==> src/rtl/arbitro_memoria_dados_if.sv <==
// Requester and memory bus bundle for the two-port data-memory arbiter.
// The slave modport is the arbiter's view. The master modport is the view of the requesters
// and the memory that surround it.
interface arbitro_memoria_dados_if #(
    parameter int unsigned ADDR_W = 5,
    parameter int unsigned DATA_W = 32
);
    // Port 0: datapath load/store unit
    logic              req0;
    logic              we0;
    logic [DATA_W-1:0] addr0;
    logic [DATA_W-1:0] wdata0;
    logic              gnt0;
    logic              done0;
    logic [DATA_W-1:0] rdata0;
    logic              err0;

    // Port 1: auxiliary requester (loader, debug)
    logic              req1;
    logic              we1;
    logic [DATA_W-1:0] addr1;
    logic [DATA_W-1:0] wdata1;
    logic              gnt1;
    logic              done1;
    logic [DATA_W-1:0] rdata1;
    logic              err1;

    // Memory side
    logic              mem_ReadMem;
    logic              mem_WriteMem;
    logic [ADDR_W-1:0] mem_addr;
    logic [DATA_W-1:0] mem_wdata;
    logic [DATA_W-1:0] mem_rdata;

    logic              busy;

    modport slave (
        input  req0, we0, addr0, wdata0,
        input  req1, we1, addr1, wdata1,
        input  mem_rdata,
        output gnt0, done0, rdata0, err0,
        output gnt1, done1, rdata1, err1,
        output mem_ReadMem, mem_WriteMem, mem_addr, mem_wdata,
        output busy
    );

    modport master (
        output req0, we0, addr0, wdata0,
        output req1, we1, addr1, wdata1,
        output mem_rdata,
        input  gnt0, done0, rdata0, err0,
        input  gnt1, done1, rdata1, err1,
        input  mem_ReadMem, mem_WriteMem, mem_addr, mem_wdata,
        input  busy
    );
endinterface

==> src/rtl/arbitro_memoria_dados.sv <==
// Two-port round-robin arbiter and sequencer for the data memory.
// Each access runs IDLE -> ACCESS -> CAPTURE. The strobes are high for one cycle, and done
// pulses for one cycle after the access returns to IDLE.
module arbitro_memoria_dados #(
    parameter int unsigned ADDR_W = 5,
    parameter int unsigned DATA_W = 32
) (
    input logic                    clk,
    input logic                    reset_n,
    arbitro_memoria_dados_if.slave bus
);

    typedef enum logic [1:0] {
        StIdle    = 2'd0,
        StAccess  = 2'd1,
        StCapture = 2'd2
    } state_t;

    state_t state;
    logic   last_grant;   // port number granted most recently
    logic   cur_port;     // port owning the in-flight access
    logic   cur_we;
    logic   cur_oor;

    logic              elig0;
    logic              elig1;
    logic              pick1;
    logic              sel_we;
    logic [DATA_W-1:0] sel_addr;
    logic [DATA_W-1:0] sel_wdata;
    logic              sel_oor;

    // Eligibility and winner selection for the IDLE decision edge
    always_comb begin
        // A port showing done this cycle may still be holding its old request.
        elig0     = bus.req0 & ~bus.done0;
        elig1     = bus.req1 & ~bus.done1;
        // On a tie, the port not granted last time wins.
        pick1     = elig1 & (~elig0 | ~last_grant);
        sel_we    = pick1 ? bus.we1    : bus.we0;
        sel_addr  = pick1 ? bus.addr1  : bus.addr0;
        sel_wdata = pick1 ? bus.wdata1 : bus.wdata0;
        sel_oor   = |sel_addr[DATA_W-1:ADDR_W];
    end

    assign bus.busy = (state != StIdle);

    // Sequencer FSM with registered grant, strobe, done and read-data outputs
    always_ff @(posedge clk or negedge reset_n) begin
        if (!reset_n) begin
            state            <= StIdle;
            last_grant       <= 1'b1;
            cur_port         <= 1'b0;
            cur_we           <= 1'b0;
            cur_oor          <= 1'b0;
            bus.gnt0         <= 1'b0;
            bus.gnt1         <= 1'b0;
            bus.done0        <= 1'b0;
            bus.done1        <= 1'b0;
            bus.err0         <= 1'b0;
            bus.err1         <= 1'b0;
            bus.rdata0       <= '0;
            bus.rdata1       <= '0;
            bus.mem_ReadMem  <= 1'b0;
            bus.mem_WriteMem <= 1'b0;
            bus.mem_addr     <= '0;
            bus.mem_wdata    <= '0;
        end else begin
            bus.done0 <= 1'b0;
            bus.done1 <= 1'b0;
            bus.err0  <= 1'b0;
            bus.err1  <= 1'b0;
            unique case (state)
                StIdle: begin
                    if (elig0 || elig1) begin
                        cur_port         <= pick1;
                        cur_we           <= sel_we;
                        cur_oor          <= sel_oor;
                        last_grant       <= pick1;
                        bus.gnt0         <= ~pick1;
                        bus.gnt1         <= pick1;
                        bus.mem_addr     <= sel_addr[ADDR_W-1:0];
                        bus.mem_wdata    <= sel_wdata;
                        // Out-of-range accesses run the same timeline with no strobe.
                        bus.mem_ReadMem  <= ~sel_we & ~sel_oor;
                        bus.mem_WriteMem <= sel_we & ~sel_oor;
                        state            <= StAccess;
                    end
                end
                StAccess: begin
                    bus.mem_ReadMem  <= 1'b0;
                    bus.mem_WriteMem <= 1'b0;
                    state            <= StCapture;
                end
                StCapture: begin
                    bus.gnt0 <= 1'b0;
                    bus.gnt1 <= 1'b0;
                    state    <= StIdle;
                    if (!cur_port) begin
                        bus.done0 <= 1'b1;
                        bus.err0  <= cur_oor;
                        if (cur_oor)      bus.rdata0 <= '0;
                        else if (!cur_we) bus.rdata0 <= bus.mem_rdata;
                    end else begin
                        bus.done1 <= 1'b1;
                        bus.err1  <= cur_oor;
                        if (cur_oor)      bus.rdata1 <= '0;
                        else if (!cur_we) bus.rdata1 <= bus.mem_rdata;
                    end
                end
                default: state <= StIdle;
            endcase
        end
    end

endmodule

==> src/flat_wrapper.sv <==
// flat-port wrapper written by rule: the top's interface ports become plain ports
module arbitro_memoria_dados_flat 
#(
    parameter int unsigned ADDR_W = 5,
    parameter int unsigned DATA_W = 32
)
  (clk, reset_n, bus_req0, bus_we0, bus_addr0, bus_wdata0, bus_req1, bus_we1, bus_addr1, bus_wdata1, bus_mem_rdata, bus_gnt0, bus_done0, bus_rdata0, bus_err0, bus_gnt1, bus_done1, bus_rdata1, bus_err1, bus_mem_ReadMem, bus_mem_WriteMem, bus_mem_addr, bus_mem_wdata, bus_busy);
  arbitro_memoria_dados_if #(.ADDR_W(ADDR_W), .DATA_W(DATA_W)) bus_i ();
  input logic clk;
  input logic reset_n;
  input wire logic [$bits(bus_i.req0)-1:0] bus_req0;
  input wire logic [$bits(bus_i.we0)-1:0] bus_we0;
  input wire logic [$bits(bus_i.addr0)-1:0] bus_addr0;
  input wire logic [$bits(bus_i.wdata0)-1:0] bus_wdata0;
  input wire logic [$bits(bus_i.req1)-1:0] bus_req1;
  input wire logic [$bits(bus_i.we1)-1:0] bus_we1;
  input wire logic [$bits(bus_i.addr1)-1:0] bus_addr1;
  input wire logic [$bits(bus_i.wdata1)-1:0] bus_wdata1;
  input wire logic [$bits(bus_i.mem_rdata)-1:0] bus_mem_rdata;
  output wire logic [$bits(bus_i.gnt0)-1:0] bus_gnt0;
  output wire logic [$bits(bus_i.done0)-1:0] bus_done0;
  output wire logic [$bits(bus_i.rdata0)-1:0] bus_rdata0;
  output wire logic [$bits(bus_i.err0)-1:0] bus_err0;
  output wire logic [$bits(bus_i.gnt1)-1:0] bus_gnt1;
  output wire logic [$bits(bus_i.done1)-1:0] bus_done1;
  output wire logic [$bits(bus_i.rdata1)-1:0] bus_rdata1;
  output wire logic [$bits(bus_i.err1)-1:0] bus_err1;
  output wire logic [$bits(bus_i.mem_ReadMem)-1:0] bus_mem_ReadMem;
  output wire logic [$bits(bus_i.mem_WriteMem)-1:0] bus_mem_WriteMem;
  output wire logic [$bits(bus_i.mem_addr)-1:0] bus_mem_addr;
  output wire logic [$bits(bus_i.mem_wdata)-1:0] bus_mem_wdata;
  output wire logic [$bits(bus_i.busy)-1:0] bus_busy;
  assign bus_i.req0 = bus_req0;
  assign bus_i.we0 = bus_we0;
  assign bus_i.addr0 = bus_addr0;
  assign bus_i.wdata0 = bus_wdata0;
  assign bus_i.req1 = bus_req1;
  assign bus_i.we1 = bus_we1;
  assign bus_i.addr1 = bus_addr1;
  assign bus_i.wdata1 = bus_wdata1;
  assign bus_i.mem_rdata = bus_mem_rdata;
  assign bus_gnt0 = bus_i.gnt0;
  assign bus_done0 = bus_i.done0;
  assign bus_rdata0 = bus_i.rdata0;
  assign bus_err0 = bus_i.err0;
  assign bus_gnt1 = bus_i.gnt1;
  assign bus_done1 = bus_i.done1;
  assign bus_rdata1 = bus_i.rdata1;
  assign bus_err1 = bus_i.err1;
  assign bus_mem_ReadMem = bus_i.mem_ReadMem;
  assign bus_mem_WriteMem = bus_i.mem_WriteMem;
  assign bus_mem_addr = bus_i.mem_addr;
  assign bus_mem_wdata = bus_i.mem_wdata;
  assign bus_busy = bus_i.busy;
  arbitro_memoria_dados #(.ADDR_W(ADDR_W), .DATA_W(DATA_W)) u_core (.clk(clk), .reset_n(reset_n), .bus(bus_i));
endmodule
==> config.mk <==
export PLATFORM = sky130hd
export DESIGN_NAME = arbitro_memoria_dados_flat
export DESIGN_NICKNAME = d
export VERILOG_FILES = /design/src/rtl/arbitro_memoria_dados_if.sv /design/src/rtl/arbitro_memoria_dados.sv /design/src/flat_wrapper.sv
export SDC_FILE = /design/constraint.sdc
export NUM_CORES = 1
export LEC_CHECK = 0
export BUFFER_PORTS_ARGS = -buffer_cell sky130_fd_sc_hd__buf_2
export CORE_MARGIN = 2
export CORE_UTILIZATION = 27
export DETAILED_ROUTE_END_ITERATION = 10
export GPL_ROUTABILITY_DRIVEN = 0
export SLEW_MARGIN = 20
export SYNTH_ARGS = -nofsm -noshare
export SYNTH_HDL_FRONTEND = slang
export SYNTH_SLANG_ARGS = --single-unit
==> constraint.sdc <==
create_clock -name clk -period 4.2 [get_ports clk]
set_input_delay 0.42 -clock clk [delete_from_list [all_inputs] [get_ports clk]]
set_output_delay 0.42 -clock clk [all_outputs]
set_load 0.01 [all_outputs]
==> metrics.md, run 1 <==
| Metric | Value |
|---|---|
| Worst IR Drop VDD | `0.348 mV` |
| Adder-cell area share of the yosys netlist | `0%` |
| Compound-Gate Fraction of Synth Area | `8.32%` |
| Tcrit/Tclk final | `a little under three fifths` |
| Crit-path max FO | `44` |
| Routed WL | `14.3 mm` |
| Clk slew on worst S/H paths | `0.06 ns` |
| CTS Hold Bufs | `0` |
| Largest family of logic cells by synthesized area | `simple AND/OR/NAND/NOR gates` |
| Fin area | `7200 µm²` |
| Number of antenna diodes | `0` |
| DR WL/cell | `14.3 µm` |
| Cts repair resizes | `0` |
| Gr usage total | `15.1%` |
| Vias per inst | `4.41` |
| Hold_ws | `0.0594 ns` |
| DR top layer | `met4` |
| Max-Cap Viols | `0` |
| Max Clock Freq | `431 MHz` |
| Dpl hpwl | `10.5 mm` |
| Post-synthesis mux area share | `10.5%` |
| Layout cells sized above 1 | `45.1%` |
| Synth top area share | `57.3%` |
| Power per cell area | `739 nW/µm²` |
| Synth Area in Simple Gates | `a little under a fifth` |
| Xor/xnor share of the synthesized area | `0%` |
| Unrepaired setup endpoints after global routing | `false` |
| Worst slew pin tran | `roughly 0.93 ns` |
| Slew margin rel. | `between 30 and 40%` |
| Met3 routed WL | `just over 1 mm` |
| Syn Std Cell Area | `4970 µm²` |
| Status | `complete, no violations` |
| Number of CTS-inserted buffers | `17` |
| Die span in x | `140 µm` |
| H-Tree Depth | `4` |
| CP Class | `flop to flop` |
| Initial antenna violation count | `0` |
| CTS max path bufs | `2` |
| Max Slew Vio Count | `0` |
| Row count | `49` |
| Final antenna-violating net count | `0` |
| Global-route wire length before repair | `23.5 mm` |
| Syn. warnings | `0` |
| CP Capture Type | `flop` |
| CTS tree | `done` |
| Starting Density | `27.6%` |
| Total grt overflow | `0` |
| # nets final | `approximately 900` |
| Clk Tree Root Cell | `clkbuf_16` |
| Final Hold Violating Endpoints | `0` |
| TNS Setup | `0 ns` |
| Lkg Pwr | `between 3 and 4 nW` |
| Critical Path RT | `4.44 ns` |
| PortBufs | `275` |
| Synthesized flop and latch total | `115` |
| Dpl cell area | `6580 µm²` |
| Final core occ | `roughly 40%` |
| Met2 routed WL | `roughly 6.4 mm` |
| DP Cell Count | `969` |
| Setup Fix Bufs, Post-CTS | `0` |
| Sequential fraction of the synthesis area | `57.9%` |
| First DRT Iteration DRCs | `133` |
| Via count of the routed design | `4,413` |
| Yosys cell types | `32` |
| CORE AREA | `18,000 µm²` |
| Area contributors post-synth | `dfrtp_1, nand2_1, mux2_2` |
| Final Non-Filler Cells | `roughly 1,000` |
| Clock sinks | `~120` |
| Worst Hold Class | `input port to asynchronous set/reset pin` |
| Pin count of the biggest net entering global routing | `just over 70` |
| Worst path arrival time | `2.57 ns` |
| Setup Skew | `~0.011 ns` |
| WL met1 | `6.76 mm` |
| Synth Instances | `485` |
| Startpoint Class | `flop` |
| Vias in the first global route | `4,469` |
| Minimum clock period after layout | `approximately 2.3 ns` |
| First-pass detailed-route iteration total | `4` |
| Die Area | `slightly below 20,000 µm²` |
| Cell taking the most area after synthesis | `dfrtp_1` |
| Die Y | `140 µm` |
| DRC Markers | `0` |
| Setup violators final | `0` |
| Syn Area/Cell | `slightly above 10 µm²` |
| Syn-to-layout area delta | `44.8%` |
| Clock Latency Late Sink | `0.41 ns` |
| IO Pins | `276` |
| Mapped Nets | `651` |
worst max-delay path: stages, from the launching register on:
cell      delay [ns]
dfrtp_1         0.32
buf_4           0.32
nand2b_1        0.21
nand3_2         0.70
buf_4           0.45
nand2_1         0.07
o21ai_0         0.07
flip-flops by register name (all words and copies together), names as in the netlist, 2 cells and up:
signal,flops
u_core.bus.mem_wdata,32
u_core.bus.rdata0,32
u_core.bus.rdata1,32
u_core.bus.mem_addr,5
u_core.state,2
layout make-up:
type	instances	area [µm²]
Timing Repair Buffer	281	1420
Fill cell	1843	10800
Multi-Input combinational cell	319	1900
Tap cell	229	287
Inverter	25	95.1
Clock inverter	13	183
Clock buffer	18	439
Sequential cell	115	2880
final timing paths:
path                                                         to                                 start  cells after the start  slack (ns)
setup reg to reg               u_core.bus.rdata1[4]$_DFFE_PN0P_            u_core.cur_oor$_DFFE_PN0P_                      6        1.88
min in group clk             u_core.bus.mem_addr[2]$_DFFE_PN0P_                          bus_addr1[2]                      3        0.25
max in group asynchronous      u_core.bus.rdata0[2]$_DFFE_PN0P_                               reset_n                      2        3.23
hold reg to reg            u_core.bus.mem_wdata[31]$_DFFE_PN0P_  u_core.bus.mem_wdata[31]$_DFFE_PN0P_                      2        0.47
setup / recovery               u_core.bus.rdata1[4]$_DFFE_PN0P_            u_core.cur_oor$_DFFE_PN0P_                      6        1.88
hold / removal                u_core.bus.rdata0[16]$_DFFE_PN0P_                               reset_n                      1        0.06
cell usage after synthesis, drive strengths merged:
cell	n
a21o	2
a21oi	1
a31oi	33
and2	3
and3	2
and4	1
buf	13
clkbuf	13
clkinv	1
dfrtp	114
dfstp	1
inv	24
mux2	24
mux2i	25
nand2	102
nand2b	25
nand3	5
nand4	1
nor2	35
nor2b	14
nor3	3
nor4	12
o211ai	1
o21ai	26
o221ai	3
or4	1
per-stage QoR:
step                      setup WS, ns  power, W
after floorplan                   2.68   0.00301
after global placement            1.85   0.00382
after detailed placement          1.82   0.00385
after CTS                         1.85   0.00541
after global routing              1.66   0.00571
final                             1.88   0.00532
layer usage:
| metal | vias up | global-route usage, % |
|---|---|---|
| met1 | 2031 | 20.3 |
| li1 | 2170 | - |
| met2 | 200 | 23.1 |
| met3 | 12 | 4.85 |
| met4 | 0 | 5.26 |
| met5 | - | 0 |
logic make-up after synthesis:
logic type,after synthesis
buffers and inverters,51
flip-flops,115
multiplexers,49
AO/OA/AOI/OAI,66
AND/OR/NAND/NOR,204
placed cells by master (no fill, tap or decap), types with 3 or more instances in the layout:
cell        count
a31oi_1        33
and2_1          3
buf_2         274
buf_4           7
bufinv_16       4
clkbuf_16      17
clkinv_2        4
clkinvlp_4      4
dfrtp_1       114
inv_1          24
mux2_2         24
mux2i_1        25
nand2_1       101
nand2b_1       25
nand3_1         4
nor2_1         34
nor2b_1        13
nor3_1          3
nor4_1         11
o21ai_0        26
report_power, final:
group	internal (W)	switching (W)
Sequential	0.00160	0.000250
Combinational	0.000823	0.00113
Clock	0.00100	0.000522
Total	0.00343	0.00190
No activity file was read; power rests on OpenSTA's default activity.
==> run 2, diff against run 1 <==
==> constraint.sdc (replaced) <==
create_clock -name clk -period 2.4 [get_ports clk]
set_input_delay 0.24 -clock clk [delete_from_list [all_inputs] [get_ports clk]]
set_output_delay 0.24 -clock clk [all_outputs]
set_load 0.01 [all_outputs]
==> run 2 against run 1 <==
Fmax up 30%. Critical path depth unchanged. Cell count up 0.40%. Core utilization up 0.18 points. Register-to-register slack worse by 1.3 ns. Wire length down 0.14%. Via count down 0.39%. Sequential cell count unchanged. Critical endpoint is now u_core.bus.mem_WriteMem$_DFFE_PN0P_. Largest power group unchanged.
==> metrics.md, run 2 (synthesized netlist as in run 1, its figures left out) <==
| Metric | Value |
|---|---|
| CTS max path bufs | `2 (unchanged)` |
| Slew margin rel. | `64.7% (+27 points)` |
| # nets final | `928 (+0.32%)` |
| Final core occ | `40.1% (+0.18 points)` |
| Total grt overflow | `0 (unchanged)` |
| Global-route wire length before repair | `23.4 mm (-0.68%)` |
| Worst IR Drop VDD | `0.616 mV (+77%)` |
| Max Clock Freq | `561 MHz (+30%)` |
| Starting Density | `27.6% (unchanged)` |
| R2R Setup Slk | `0.62 ns (-1.26 ns)` |
| Clk slew on worst S/H paths | `0.06 ns (about the same)` |
| Final antenna-violating net count | `0 (unchanged)` |
| CP Class | `flop to flop` |
| TNS Setup | `0 ns (unchanged)` |
| Top flop regs | `u_core.bus.mem_wdata: 32 flops, u_core.bus.rdata0: 32 flops, u_core.bus.rdata1: 32 flops` |
| Clk Tree Root Cell | `clkbuf_16` |
| Vias per inst | `4.38 (-0.78%)` |
| Dpl hpwl | `10.4 mm (-1.1%)` |
| Lkg Pwr | `3.85 nW (+0.33%)` |
| Die Area | `19,500 µm² (unchanged)` |
| R2R Path End | `u_core.bus.mem_WriteMem$_DFFE_PN0P_` |
| Die span in x | `140 µm (unchanged)` |
| Leading cell type in the layout, fill and taps excluded | `buf_2` |
| First-pass detailed-route iteration total | `4 (unchanged)` |
| Worst Hold Class | `input port to flop` |
| Tcrit/Tclk final | `74.3% (+19 points)` |
| Critical Path RT | `2.72 ns (-1.72 ns)` |
| Layout cells sized above 1 | `45.3% (+0.15 points)` |
| Setup ws final | `0.617 ns (-1.26 ns)` |
| Number of antenna diodes | `0 (unchanged)` |
| CTS tree | `done` |
| CP max stage delay | `0.36 ns (-0.34 ns)` |
| Clock Latency Late Sink | `0.40 ns (about the same)` |
| Routed WL | `14.3 mm (-0.14%)` |
| Worst slew pin tran | `0.530 ns (-0.405 ns)` |
| Minimum clock period after layout | `1.78 ns (-0.539 ns)` |
| Clock sinks | `115 (unchanged)` |
| Worst hold path cell count | `2` |
| Critical-path top delay cell | `dfrtp_1` |
| Setup Skew | `0.00686 ns (-0.00438 ns)` |
| Max Slew Vio Count | `0 (unchanged)` |
| Power per cell area | `1280 nW/µm² (+73%)` |
| Buffers and inverters on the worst path | `2 (unchanged)` |
| Row count | `49 (unchanged)` |
| WP depth | `6 (unchanged)` |
| Post-Place Setup Slack | `0.632 ns (-1.19 ns)` |
| First DRT Iteration DRCs | `185 (+39%)` |
| CP Capture Type | `flop` |
| Vias in the first global route | `4,413 (-1.3%)` |
| Syn-to-layout area delta | `45.4%` |
| CP delay by family, top | `compound AO/OA/AOI/OAI gates` |
| Worst r2r path cells | `6 (unchanged)` |
| Hold_ws | `0.0737 ns (+0.0142 ns)` |
| Number of CTS-inserted buffers | `17 (unchanged)` |
| Via count of the routed design | `4,396 (-0.39%)` |
| Status | `complete, no violations` |
| Critical R2R Launch | `u_core.bus.done1$_DFF_PN0_` |
| Crit-path max FO | `67 (+52%)` |
| Initial antenna violation count | `0 (unchanged)` |
| Highest-count cells in the layout ignoring fill and taps | `buf_2, dfrtp_1, nand2_1` |
| Critical-path cell list | `nand2b_1 > a21o_4 > clkinv_2 > buf_12 > nand4_1 > o221ai_2` |
| PortBufs | `275 (unchanged)` |
| DR WL/cell | `14.3 µm (-0.54%)` |
| Worst path arrival time | `2.10 ns (-0.47 ns)` |
| Pin count of the biggest net entering global routing | `70 (-1.4%)` |
| Critical Path End | `u_core.bus.mem_WriteMem$_DFFE_PN0P_` |
| Final Hold Violating Endpoints | `0 (unchanged)` |
| Max-Cap Viols | `0 (unchanged)` |
| Startpoint Class | `flop` |
| Setup violators final | `0 (unchanged)` |
| IO Pins | `276 (unchanged)` |
| DRC Markers | `0 (unchanged)` |
| CP Launch Point | `u_core.bus.done1$_DFF_PN0_` |
| H-Tree Depth | `4 (unchanged)` |
| CORE AREA | `18,000 µm² (unchanged)` |
| Unrepaired setup endpoints after global routing | `false` |
| Die Y | `140 µm (unchanged)` |
| Gr usage total | `15.0% (-0.10 points)` |
## run 2: power breakdown
part	switching (W)	internal, W	total, W
clock	0.000951	0.00157	0.00252
combinational	0.00199	0.00149	0.00348
sequential	0.000436	0.00280	0.00323
## run 2: how the worst min path moves through the flow
| stage | slack (ns) | to | start |
|---|---|---|---|
| after detailed placement | 0.14 | u_core.bus.err0$_DFF_PN0_ | reset_n |
| after global routing | 0.06 | u_core.bus.mem_ReadMem$_DFFE_PN0P_ | bus_we1 |
| final | 0.07 | u_core.bus.mem_ReadMem$_DFFE_PN0P_ | bus_we1 |
| after CTS | 0.05 | u_core.bus.mem_ReadMem$_DFFE_PN0P_ | bus_we1 |
| after global placement | 0.14 | u_core.bus.err1$_DFF_PN0_ | reset_n |
| after floorplan | -0.06 | u_core.bus.done0$_DFF_PN0_ | reset_n |
## run 2: repair_timing
action / CTS / global route
buffers inserted: 0 / 0
endpoints found under the hold margin: 18 / 0
resized for setup: 0 / 0
hold buffers: 1 / 0
## run 2: worst reg2reg max path: cells and delay by family (launching register included)
kind / cells / cell delay [ns]
compound gates: 2 / 0.53
simple gates: 2 / 0.46
flops: 1 / 0.36
buf+inv: 2 / 0.35
## run 2: cell type report
class,instances,area [µm²]
Multi-Input combinational cell,319,1900
Clock inverter,14,153
Inverter,25,95.1
Clock buffer,18,439
Fill cell,1787,10800
Sequential cell,115,2880
Timing Repair Buffer,284,1490
Tap cell,229,287
## run 2: routing by layer
layer | track usage, % | part of all wire (%)
met1 | 20.3 | 48
met2 | 23.0 | 44
met3 | 4.96 | 7.1
met4 | 4.79 | 1.1
met5 | 0 | 0
## run 2: metrics by stage
| step | instances | total power [W] | area, µm² |
|---|---|---|---|
| 2_1_floorplan | 485 | 0.00527 | 4970 |
| 3_3_place_gp | 971 | 0.00674 | 6630 |
| 3_5_place_dp | 971 | 0.00679 | 6630 |
| 4_1_cts | 1004 | 0.00938 | 7240 |
| 5_1_grt | 1004 | 0.00991 | 7240 |
| 6_report | 1004 | 0.00923 | 7240 |
==> run 3, diff against run 2 <==
==> constraint.sdc (replaced) <==
create_clock -name clk -period 1.67 [get_ports clk]
set_input_delay 0.167 -clock clk [delete_from_list [all_inputs] [get_ports clk]]
set_output_delay 0.167 -clock clk [all_outputs]
set_load 0.01 [all_outputs]
==> run 3 against run 2 <==
Count of clock-buffer cells in the layout unchanged. Core utilization rose by 2.8 points. Sequential power grew 44%. Sequential cell count is the same. Largest cell class unchanged. Hold slack got worse by 0.057 ns. Worst setup slack worse by 0.48 ns.
==> metrics.md, run 3 (synthesized netlist as in run 1, its figures left out) <==
| Metric | Value |
|---|---|
| Lkg Pwr | `4.07 nW (+5.8%)` |
| Syn-to-layout area delta | `55.7%` |
| Total grt overflow | `0 (unchanged)` |
| CTS tree | `done` |
| R2R Setup Slk | `0.13 ns (-0.48 ns)` |
| Starting Density | `27.6% (unchanged)` |
| Max Slew Vio Count | `0 (unchanged)` |
| TNS Setup | `0 ns (unchanged)` |
| First DRT Iteration DRCs | `139 (-25%)` |
| DP Cell Count | `977 (+0.62%)` |
| Via count of the routed design | `4,646 (+5.7%)` |
| Leading cell type in the layout, fill and taps excluded | `buf_2` |
| Tcrit/Tclk final | `92.0% (+18 points)` |
| FF/Latch Area | `2880 µm² (unchanged)` |
| Global-route wire length before repair | `24.2 mm (+3.3%)` |
| Vias per inst | `4.43 (+1.2%)` |
| Setup violators final | `0 (unchanged)` |
| Fillers | `1,751 (-2.0%)` |
| Number of antenna diodes | `0 (unchanged)` |
| Die Area | `19,500 µm² (unchanged)` |
| CP Capture Type | `flop` |
| Worst IR Drop VDD | `0.795 mV (+29%)` |
| Worst path arrival time | `1.85 ns (-0.25 ns)` |
| DR WL/cell | `14.4 µm (+0.82%)` |
| DRC Markers | `0 (unchanged)` |
| R2R Path End | `u_core.bus.mem_wdata[17]$_DFFE_PN0P_` |
| Die Y | `140 µm (unchanged)` |
| Minimum clock period after layout | `1.54 ns (-0.247 ns)` |
| Crit-path max FO | `20 (-70%)` |
| Critical Path RT | `1.99 ns (-0.73 ns)` |
| Footprint of the multi-input gates | `1900 µm² (+0.13%)` |
| CTS max path bufs | `2 (unchanged)` |
| Slew margin rel. | `72.5% (+7.8 points)` |
| Power per cell area | `1780 nW/µm² (+39%)` |
| Clock Latency Late Sink | `0.41 ns (about the same)` |
| Clk Tree Root Cell | `clkbuf_16` |
| Setup Skew | `0.00867 ns (+0.00181 ns)` |
| H-Tree Depth | `4 (unchanged)` |
| First-pass detailed-route iteration total | `4 (unchanged)` |
| Final antenna-violating net count | `0 (unchanged)` |
| Worst Hold Class | `input port to flop` |
| PortBufs | `275 (unchanged)` |
| Top flop regs | `u_core.bus.mem_wdata: 32 flops, u_core.bus.rdata0: 32 flops, u_core.bus.rdata1: 32 flops` |
| Max-Cap Viols | `0 (unchanged)` |
| Gr usage total | `15.5% (+0.46 points)` |
| Hold_ws | `0.0167 ns (-0.0570 ns)` |
| CP Class | `flop to flop` |
| Layout cells sized above 1 | `43.8% (-1.5 points)` |
| Row count | `49 (unchanged)` |
| Critical R2R Launch | `u_core.bus.done1$_DFF_PN0_` |
| Unrepaired setup endpoints after global routing | `false` |
| Worst hold path cell count | `3 (+1)` |
| CORE AREA | `18,000 µm² (unchanged)` |
| Worst hold endpoint | `u_core.bus.mem_addr[2]$_DFFE_PN0P_` |
| Max Clock Freq | `651 MHz (+16%)` |
| Clk slew on worst S/H paths | `0.06 ns (about the same)` |
| Routed WL | `15.1 mm (+5.2%)` |
| Vias in the first global route | `4,702 (+6.5%)` |
| Clock sinks | `115 (unchanged)` |
| Initial antenna violation count | `0 (unchanged)` |
| Final Hold Violating Endpoints | `0 (unchanged)` |
| Highest-count cells in the layout ignoring fill and taps | `buf_2, dfrtp_1, nand2_1` |
| # nets final | `972 (+4.7%)` |
| Startpoint Class | `flop` |
| IO Pins | `276 (unchanged)` |
| Worst slew pin tran | `0.413 ns (-0.117 ns)` |
| Status | `complete, no violations` |
| Hold Crit Start | `bus_addr1[2]` |
| Die span in x | `140 µm (unchanged)` |
| Number of CTS-inserted buffers | `17 (unchanged)` |
| Final Non-Filler Cells | `1,048 (+4.4%)` |
| Worst r2r path cells | `6 (unchanged)` |
| Dpl hpwl | `10.7 mm (+2.5%)` |
| Pin count of the biggest net entering global routing | `53 (-24%)` |
==> run 3: routing by layer <==
layer	share of wire [%]	vias up	wire length [µm]	track usage (%)
met4	1.9	0	284	5.74
met1	46	2166	6990	20.8
met5	0	-	0	0
met2	45	194	6800	24.1
li1	-	2271	-	-
met3	6.7	15	1010	4.23
==> run 3: repair_timing <==
item	CTS	global route
setup buffers	0	1
setup endpoints to repair	0	17
gates resized for setup	0	2
endpoints found under the hold margin	53	0
hold buffers	37	0
==> run 3: worst max path at each step <==
stage	endpoint	slack, ns	depth (start not counted)	from
6_report	u_core.bus.mem_wdata[17]$_DFFE_PN0P_	0.13	6	u_core.bus.done1$_DFF_PN0_
5_1_grt	u_core.bus.mem_wdata[1]$_DFFE_PN0P_	0.007	7	u_core.state[1]$_DFFE_PN0P_
4_1_cts	u_core.bus.mem_wdata[17]$_DFFE_PN0P_	0.05	6	u_core.bus.done1$_DFF_PN0_
3_5_place_dp	u_core.bus.mem_wdata[17]$_DFFE_PN0P_	0.04	6	u_core.bus.done1$_DFF_PN0_
3_3_place_gp	u_core.bus.mem_ReadMem$_DFFE_PN0P_	0.14	4	u_core.bus.done0$_DFF_PN0_
2_1_floorplan	u_core.bus.mem_ReadMem$_DFFE_PN0P_	0.17	6	u_core.bus.done1$_DFF_PN0_
==> run 3: area by class of cell <==
cell class,instances,share of cell area [%]
Multi-Input combinational cell,319,24.5
Clock inverter,14,2.31
Clock buffer,18,5.54
Tap cell,229,3.70
Sequential cell,115,37.2
Timing Repair Buffer,328,25.5
Inverter,25,1.24
==> run 3: worst max-delay path, stage by stage (launching register included) <==
cell	delay, ns
dfrtp_1	0.38
nand2b_2	0.23
a21o_4	0.24
inv_4	0.18
buf_12	0.19
nor2_1	0.05
a31oi_1	0.16
==> run 3: per-stage QoR <==
step           power (W)  utilization, %  setup slack, ns  area, µm²
2_1_floorplan    0.00757               -            0.173       4970
3_3_place_gp     0.00988            37.3            0.138       6730
3_5_place_dp     0.00998            37.3           0.0411       6730
4_1_cts           0.0138            42.8           0.0454       7710
5_1_grt           0.0147            43.0          0.00671       7740
6_report          0.0138            43.0            0.134       7740
==> run 3: power breakdown <==
group	leakage (nW)	internal (W)	total, W	switching [W]
clock network	0.287	0.00236	0.00373	0.00137
logic	2.37	0.00240	0.00537	0.00297
registers	1.42	0.00402	0.00466	0.000640
total	4.07	0.00878	0.0138	0.00499
